[config.mk]
export PLATFORM = sky130hd
export DESIGN_NAME = ps2_rx
export DESIGN_NICKNAME = d
export VERILOG_FILES = /design/src/rtl/ps2_rx.sv
export SDC_FILE = /design/constraint.sdc
export NUM_CORES = 1
export LEC_CHECK = 0
export ABC_AREA = 1
export CORE_ASPECT_RATIO = 1.2
export CORE_MARGIN = 2
export CORE_UTILIZATION = 45
export CTS_BUF_LIST = sky130_fd_sc_hd__clkbuf_8
export CTS_CLUSTER_SIZE = 8
export DETAILED_ROUTE_END_ITERATION = 8
export PLACE_DENSITY = 0.63
export SLEW_MARGIN = 0
export SYNTH_ARGS = -nofsm -noshare
export SYNTH_HDL_FRONTEND = slang
export SYNTH_SLANG_ARGS = --single-unit
[constraint.sdc]
create_clock -name clk -period 1.17 [get_ports clk]
set_input_delay 0.234 -clock clk [delete_from_list [all_inputs] [get_ports clk]]
set_output_delay 0.234 -clock clk [all_outputs]
set_load 0.01 [all_outputs]
[src/rtl/ps2_rx.sv]
// PS/2 device-to-host receiver: synchronise and filter the PS/2 lines, decode 11-bit frames,
// and present bytes on a valid/ready output. Optional parity enforcement via PS2_RX_PARITY_CHECK_EN.
module ps2_rx #(
  parameter int FILTER_LEN = 4,
  parameter int TIMEOUT    = 2000
) (
  input  logic       clk,
  input  logic       reset_n,
  input  logic       ps2_clk,
  input  logic       ps2_dat,
  output logic [7:0] out_data,
  output logic       out_valid,
  input  logic       out_ready,
  output logic       frame_err,
  output logic       overrun
);

  typedef enum logic [1:0] {IDLE, DATA, PARITY, STOP} state_t;

  localparam logic [3:0]  FILT_MAX = 4'(FILTER_LEN - 1);
  localparam logic [15:0] TO_MAX   = 16'(TIMEOUT - 1);

  logic [1:0]  clkSync_q, datSync_q;
  logic        clkFilt_q, datFilt_q, clkFiltPrev_q;
  logic [3:0]  clkCnt_q, datCnt_q;
  state_t      state_q;
  logic [2:0]  bitCnt_q;
  logic [7:0]  shift_q;
  logic        parAcc_q;
  logic [15:0] timer_q;
  logic        fall;
  logic        timerHit;
  logic        parityOk;

  always_ff @(posedge clk or negedge reset_n) begin
    if (!reset_n) begin
      clkSync_q <= 2'b11;
      datSync_q <= 2'b11;
    end else begin
      clkSync_q <= {clkSync_q[0], ps2_clk};
      datSync_q <= {datSync_q[0], ps2_dat};
    end
  end

  // A filtered line only follows its synchronised input after FILTER_LEN consecutive differing cycles.
  always_ff @(posedge clk or negedge reset_n) begin
    if (!reset_n) begin
      clkFilt_q     <= 1'b1;
      clkCnt_q      <= 4'd0;
      clkFiltPrev_q <= 1'b1;
    end else begin
      clkFiltPrev_q <= clkFilt_q;
      if (clkSync_q[1] == clkFilt_q) begin
        clkCnt_q <= 4'd0;
      end else if (clkCnt_q == FILT_MAX) begin
        clkFilt_q <= clkSync_q[1];
        clkCnt_q  <= 4'd0;
      end else begin
        clkCnt_q <= clkCnt_q + 4'd1;
      end
    end
  end

  always_ff @(posedge clk or negedge reset_n) begin
    if (!reset_n) begin
      datFilt_q <= 1'b1;
      datCnt_q  <= 4'd0;
    end else begin
      if (datSync_q[1] == datFilt_q) begin
        datCnt_q <= 4'd0;
      end else if (datCnt_q == FILT_MAX) begin
        datFilt_q <= datSync_q[1];
        datCnt_q  <= 4'd0;
      end else begin
        datCnt_q <= datCnt_q + 4'd1;
      end
    end
  end

  assign fall     = clkFiltPrev_q & ~clkFilt_q;
  assign timerHit = (timer_q == TO_MAX);

  // The accumulator starts at 1, so a correctly odd-parity frame leaves it at 0.
`ifdef PS2_RX_PARITY_CHECK_EN
  assign parityOk = ~parAcc_q;
`else
  assign parityOk = 1'b1;
`endif

  always_ff @(posedge clk or negedge reset_n) begin
    if (!reset_n) begin
      state_q   <= IDLE;
      bitCnt_q  <= 3'd0;
      shift_q   <= 8'h00;
      parAcc_q  <= 1'b0;
      timer_q   <= 16'd0;
      out_data  <= 8'h00;
      out_valid <= 1'b0;
      frame_err <= 1'b0;
      overrun   <= 1'b0;
    end else begin
      frame_err <= 1'b0;
      overrun   <= 1'b0;
      if (state_q == IDLE || fall) begin
        timer_q <= 16'd0;
      end else begin
        timer_q <= timer_q + 16'd1;
      end
      if (out_valid && out_ready) begin
        out_valid <= 1'b0;
      end

      case (state_q)
        IDLE: begin
          if (fall && !datFilt_q) begin
            state_q  <= DATA;
            bitCnt_q <= 3'd0;
            parAcc_q <= 1'b1;
          end
        end
        DATA: begin
          if (fall) begin
            shift_q  <= {datFilt_q, shift_q[7:1]};
            parAcc_q <= parAcc_q ^ datFilt_q;
            bitCnt_q <= bitCnt_q + 3'd1;
            if (bitCnt_q == 3'd7) begin
              state_q <= PARITY;
            end
          end else if (timerHit) begin
            state_q   <= IDLE;
            frame_err <= 1'b1;
          end
        end
        PARITY: begin
          if (fall) begin
            parAcc_q <= parAcc_q ^ datFilt_q;
            state_q  <= STOP;
          end else if (timerHit) begin
            state_q   <= IDLE;
            frame_err <= 1'b1;
          end
        end
        STOP: begin
          if (fall) begin
            state_q <= IDLE;
            if (datFilt_q && parityOk) begin
              // A byte arriving in the same cycle as a handshake replaces the consumed one.
              if (!out_valid || out_ready) begin
                out_data  <= shift_q;
                out_valid <= 1'b1;
              end else begin
                overrun <= 1'b1;
              end
            end else begin
              frame_err <= 1'b1;
            end
          end else if (timerHit) begin
            state_q   <= IDLE;
            frame_err <= 1'b1;
          end
        end
        default: state_q <= IDLE;
      endcase
    end
  end

endmodule

==> results.rst <==
.. list-table::
   :header-rows: 1

   * - Metric
     - Value
   * - Status
     - finished, violations left
   * - Violated checks
     - setup timing
   * - Stage delay of the slowest cell on the critical path
     - 0.42 ns
   * - Area of the core region
     - 0.00559 mm^2
   * - Sequential cell area fraction in the yosys report
     - 53.8%
   * - Final number of setup-violating endpoints
     - 30
   * - Worst R2R Path Depth
     - 7
   * - Power density cells
     - 1910 mW/mm^2
   * - Count of inserted antenna diode cells
     - 0
   * - Post-synthesis cell count
     - 294
   * - Number of H-tree levels
     - 2
   * - Arrival time reported for the critical path endpoint
     - 1.53 ns
   * - Worst slack, placed
     - -0.224 ns
   * - LEAKAGE
     - 1.72 nW
   * - DRC
     - 0
   * - Crit. End Element
     - flop
   * - Count of input and output buffers
     - 15
   * - Setup Skew
     - 0.0143 ns
   * - Family with the most delay on the worst path
     - flip-flops
   * - Pin count of the biggest net entering global routing
     - 56
   * - Transition time at the pin with the least slew margin
     - 0.289 ns
   * - Cells along the critical path
     - inv_2 -> buf_4 -> ha_1 -> nor2_2 -> a21oi_2 -> nand2_1 -> a21oi_2
   * - Max-capacitance violation count
     - 0
   * - Routed len/inst
     - 11.9 um
   * - Reg-to-reg endpoint
     - state_q[1]$_DFFE_PN0P_
   * - I/O pins
     - 16
   * - RSZ-0062 raised after global routing
     - yes
   * - Estimated wirelength of the detail-placed design
     - 3120 um
   * - Critical path class
     - reg2reg
   * - Most frequent cell on the critical path
     - sky130_fd_sc_hd__a21oi_2
   * - Power, Total
     - 6.69 mW
   * - Yosys warning count
     - 0
   * - Clock transition at path regs
     - 0.10 ns
   * - WL final
     - 5020 um
   * - Number of design-rule violations left by the first detailed-router iteration
     - 53
   * - Via count of the first global-routing pass
     - 2010
   * - CP Data Required Time
     - 1.40 ns
   * - Router iterations before antenna repair
     - 4
   * - Min-Delay Path Depth
     - 1
   * - Number of antenna violations at the first check in global routing
     - 0
   * - GRT overflow
     - 0
   * - Final #Nets
     - 370
   * - Total count of max-transition violations in the final report
     - 0
   * - Max_slew headroom
     - 80.7%
   * - Most common cell after layout, fill and taps aside
     - sky130_fd_sc_hd__dfrtp_1
   * - Class of the tightest hold or removal check
     - in2reg
   * - # rows
     - 30
   * - Buffers & Inverters on Critical Path
     - 2
   * - Endpoints failing hold
     - 0
   * - Starting density of the core
     - 46.0%
   * - TritonCTS clock tree
     - built
   * - Largest buffer count on any clock path
     - 2
   * - Synth-to-layout area growth
     - 36.0%
   * - Final clock period utilization by the worst path
     - 111%
   * - Via total after detailed routing
     - 2009
   * - Share of cells above drive strength 1
     - 44.5%
   * - Worst flop-to-flop path startpoint
     - state_q[0]$_DFFE_PN0P_
   * - Mean area per synthesized cell
     - 8.76 um^2
   * - Number of CTS-inserted buffers
     - 5
   * - Setup slack of the most critical reg-to-reg path
     - -0.13 ns
   * - Cell with the biggest individual delay on the critical path
     - sky130_fd_sc_hd__dfrtp_1
   * - Wire length of the first global-routing pass
     - 8540 um
   * - Weighted congestion at the end of routability-driven global placement
     - 0.867
   * - Count of different cell masters after synthesis
     - 24
   * - Worst VDD drop
     - 970 uV
   * - Startpoint type of the worst setup path
     - flop
   * - Clock sinks
     - 55
   * - Combined area of all synthesized cells
     - 0.00257 mm^2
   * - Antenna-violating nets left
     - 0
   * - Post-route minimum period
     - 1.30 ns
   * - Overall die area
     - 0.00635 mm^2
   * - Yosys reg bits
     - 55
   * - Clock root cell
     - sky130_fd_sc_hd__clkbuf_8
   * - Post-Synthesis Net Count
     - 308
   * - Most frequent cells in the layout
     - sky130_fd_sc_hd__dfrtp_1 (45), sky130_fd_sc_hd__nor2_1 (41), sky130_fd_sc_hd__nand2_1 (41)
   * - Ratio of routed vias to standard cells
     - 4.77
   * - Aggregate global-route resource usage
     - 17.2%
   * - Final Worst Setup Slack
     - -0.130 ns
   * - Horizontal die dimension
     - 73.1 um
   * - Hold Path End
     - datSync_q[0]$_DFF_PN1_
   * - Worst-path maximum fanout
     - 3
   * - Launch instance of the worst min-delay path
     - ps2_dat
   * - Die height
     - 86.9 um
   * - Highest clock frequency the design can meet
     - 0.769 GHz
   * - Skew-Pair Late Insertion Delay
     - 0.32 ns
==> flip-flops by register name, indices dropped and copies added (netlist names), 2 cells and up <==
register and cells:
shift_q 8, bitCnt_q 3, datSync_q 2, state_q 2, timer_q 16, out_data 8, datCnt_q 4, clkSync_q 2
clkCnt_q 4
==> worst max path at each step <==
stage | start | endpoint | slack (ns) | cells past startpoint
finish | state_q[0]$_DFFE_PN0P_ | state_q[1]$_DFFE_PN0P_ | -0.13 | 7
global route | state_q[0]$_DFFE_PN0P_ | state_q[1]$_DFFE_PN0P_ | -0.20 | 7
CTS | clkFiltPrev_q$_DFF_PN1_ | bitCnt_q[1]$_DFFE_PN0P_ | -0.1 | 7
detailed placement | out_ready | out_data[7]$_DFFE_PN0P_ | -0.22 | 6
global placement | out_ready | out_data[4]$_DFFE_PN0P_ | -0.22 | 6
floorplan | state_q[1]$_DFFE_PN0P_ | out_data[5]$_DFFE_PN0P_ | -0.03 | 7
==> kinds of logic after synthesis <==
logic type / Yosys count / synth area share, %
and+or+nand+nor: 145 / 24.1
adders and majority gates: 9 / 4.37
AOI/OAI and AO/OA: 31 / 7.14
xor gates and xnor gates: 11 / 3.74
DFF: 55 / 53.8
buffers and inverters: 43 / 6.90
==> cells in the mapped netlist <==
cell type / number / share of area, %
sky130_fd_sc_hd__nand2_1: 68 / 9.9
sky130_fd_sc_hd__dfrtp_1: 48 / 47
sky130_fd_sc_hd__nor2_1: 45 / 6.6
sky130_fd_sc_hd__inv_1: 40 / 5.8
sky130_fd_sc_hd__nand3_1: 14 / 2.7
sky130_fd_sc_hd__o21ai_0: 12 / 2.3
sky130_fd_sc_hd__a21oi_1: 9 / 1.7
sky130_fd_sc_hd__ha_1: 9 / 4.4
sky130_fd_sc_hd__dfstp_2: 7 / 7.1
sky130_fd_sc_hd__o21ai_2: 7 / 2.4
sky130_fd_sc_hd__xor2_1: 7 / 2.4
sky130_fd_sc_hd__nand2_2: 5 / 1.2
sky130_fd_sc_hd__nor2_2: 5 / 1.2
sky130_fd_sc_hd__xnor2_1: 4 / 1.4
sky130_fd_sc_hd__buf_6: 2 / 0.87
sky130_fd_sc_hd__nand4_1: 2 / 0.49
sky130_fd_sc_hd__nor3_2: 2 / 0.78
sky130_fd_sc_hd__o21ai_1: 2 / 0.39
sky130_fd_sc_hd__and2_1: 1 / 0.24
sky130_fd_sc_hd__buf_2: 1 / 0.19
sky130_fd_sc_hd__nand3_2: 1 / 0.39
sky130_fd_sc_hd__nand3b_1: 1 / 0.29
sky130_fd_sc_hd__o21bai_1: 1 / 0.29
sky130_fd_sc_hd__or2_2: 1 / 0.24
==> layout make-up <==
type                            instances  area [um^2]
Sequential cell                        55         1390
Clock inverter                          2         16.3
Fill cell                             471         2090
Inverter                               40          158
Multi-Input combinational cell        197         1320
Tap cell                               64         80.1
Timing Repair Buffer                   57          458
Clock buffer                            6         82.6
==> repair_timing <==
| item | 4_1_cts | 5_1_grt |
|---|---|---|
| pin swaps | 16 | 22 |
| hold buffers | 1 | 0 |
| hold endpoints to repair | 48 | 0 |
| setup endpoints to repair | 49 | 45 |
| gates resized for setup | 88 | 52 |
| cloned | 2 | 0 |
| setup buffers | 8 | 7 |
==> metrics by stage <==
step                cell area, um^2  hold WS [ns]  utilization [%]  setup TNS [ns]  cells
finish                         3500         0.309             62.6           -2.16    421
global route                   3500         0.310             62.6           -4.87    421
CTS                            3290         0.302             58.8           -2.07    415
detailed placement             3010         0.253             53.8           -4.50    396
global placement               3010         0.254             53.8           -4.10    396
floorplan                      2600       -0.0616                -          -0.162    294
==> layer usage <==
metal | vias to the layer above | part of all wire [%] | wire, um | GRT usage [%]
met5 | - | 0 | 0 | 0
met4 | 0 | 1.5 | 74 | 6.73
met3 | 7 | 3.0 | 149 | 3.70
met2 | 27 | 53 | 2680 | 30.9
met1 | 938 | 42 | 2120 | 19.6
li1 | 1037 | - | - | -
==> power by group <==
| group | switching (mW) | leakage (nW) | total [mW] | internal [mW] |
|---|---|---|---|---|
| clock network | 0.632 | 0.0474 | 1.12 | 0.484 |
| registers | 0.281 | 0.724 | 2.59 | 2.31 |
| logic | 1.63 | 0.949 | 2.99 | 1.35 |
Power figures use the tool's default switching activity.
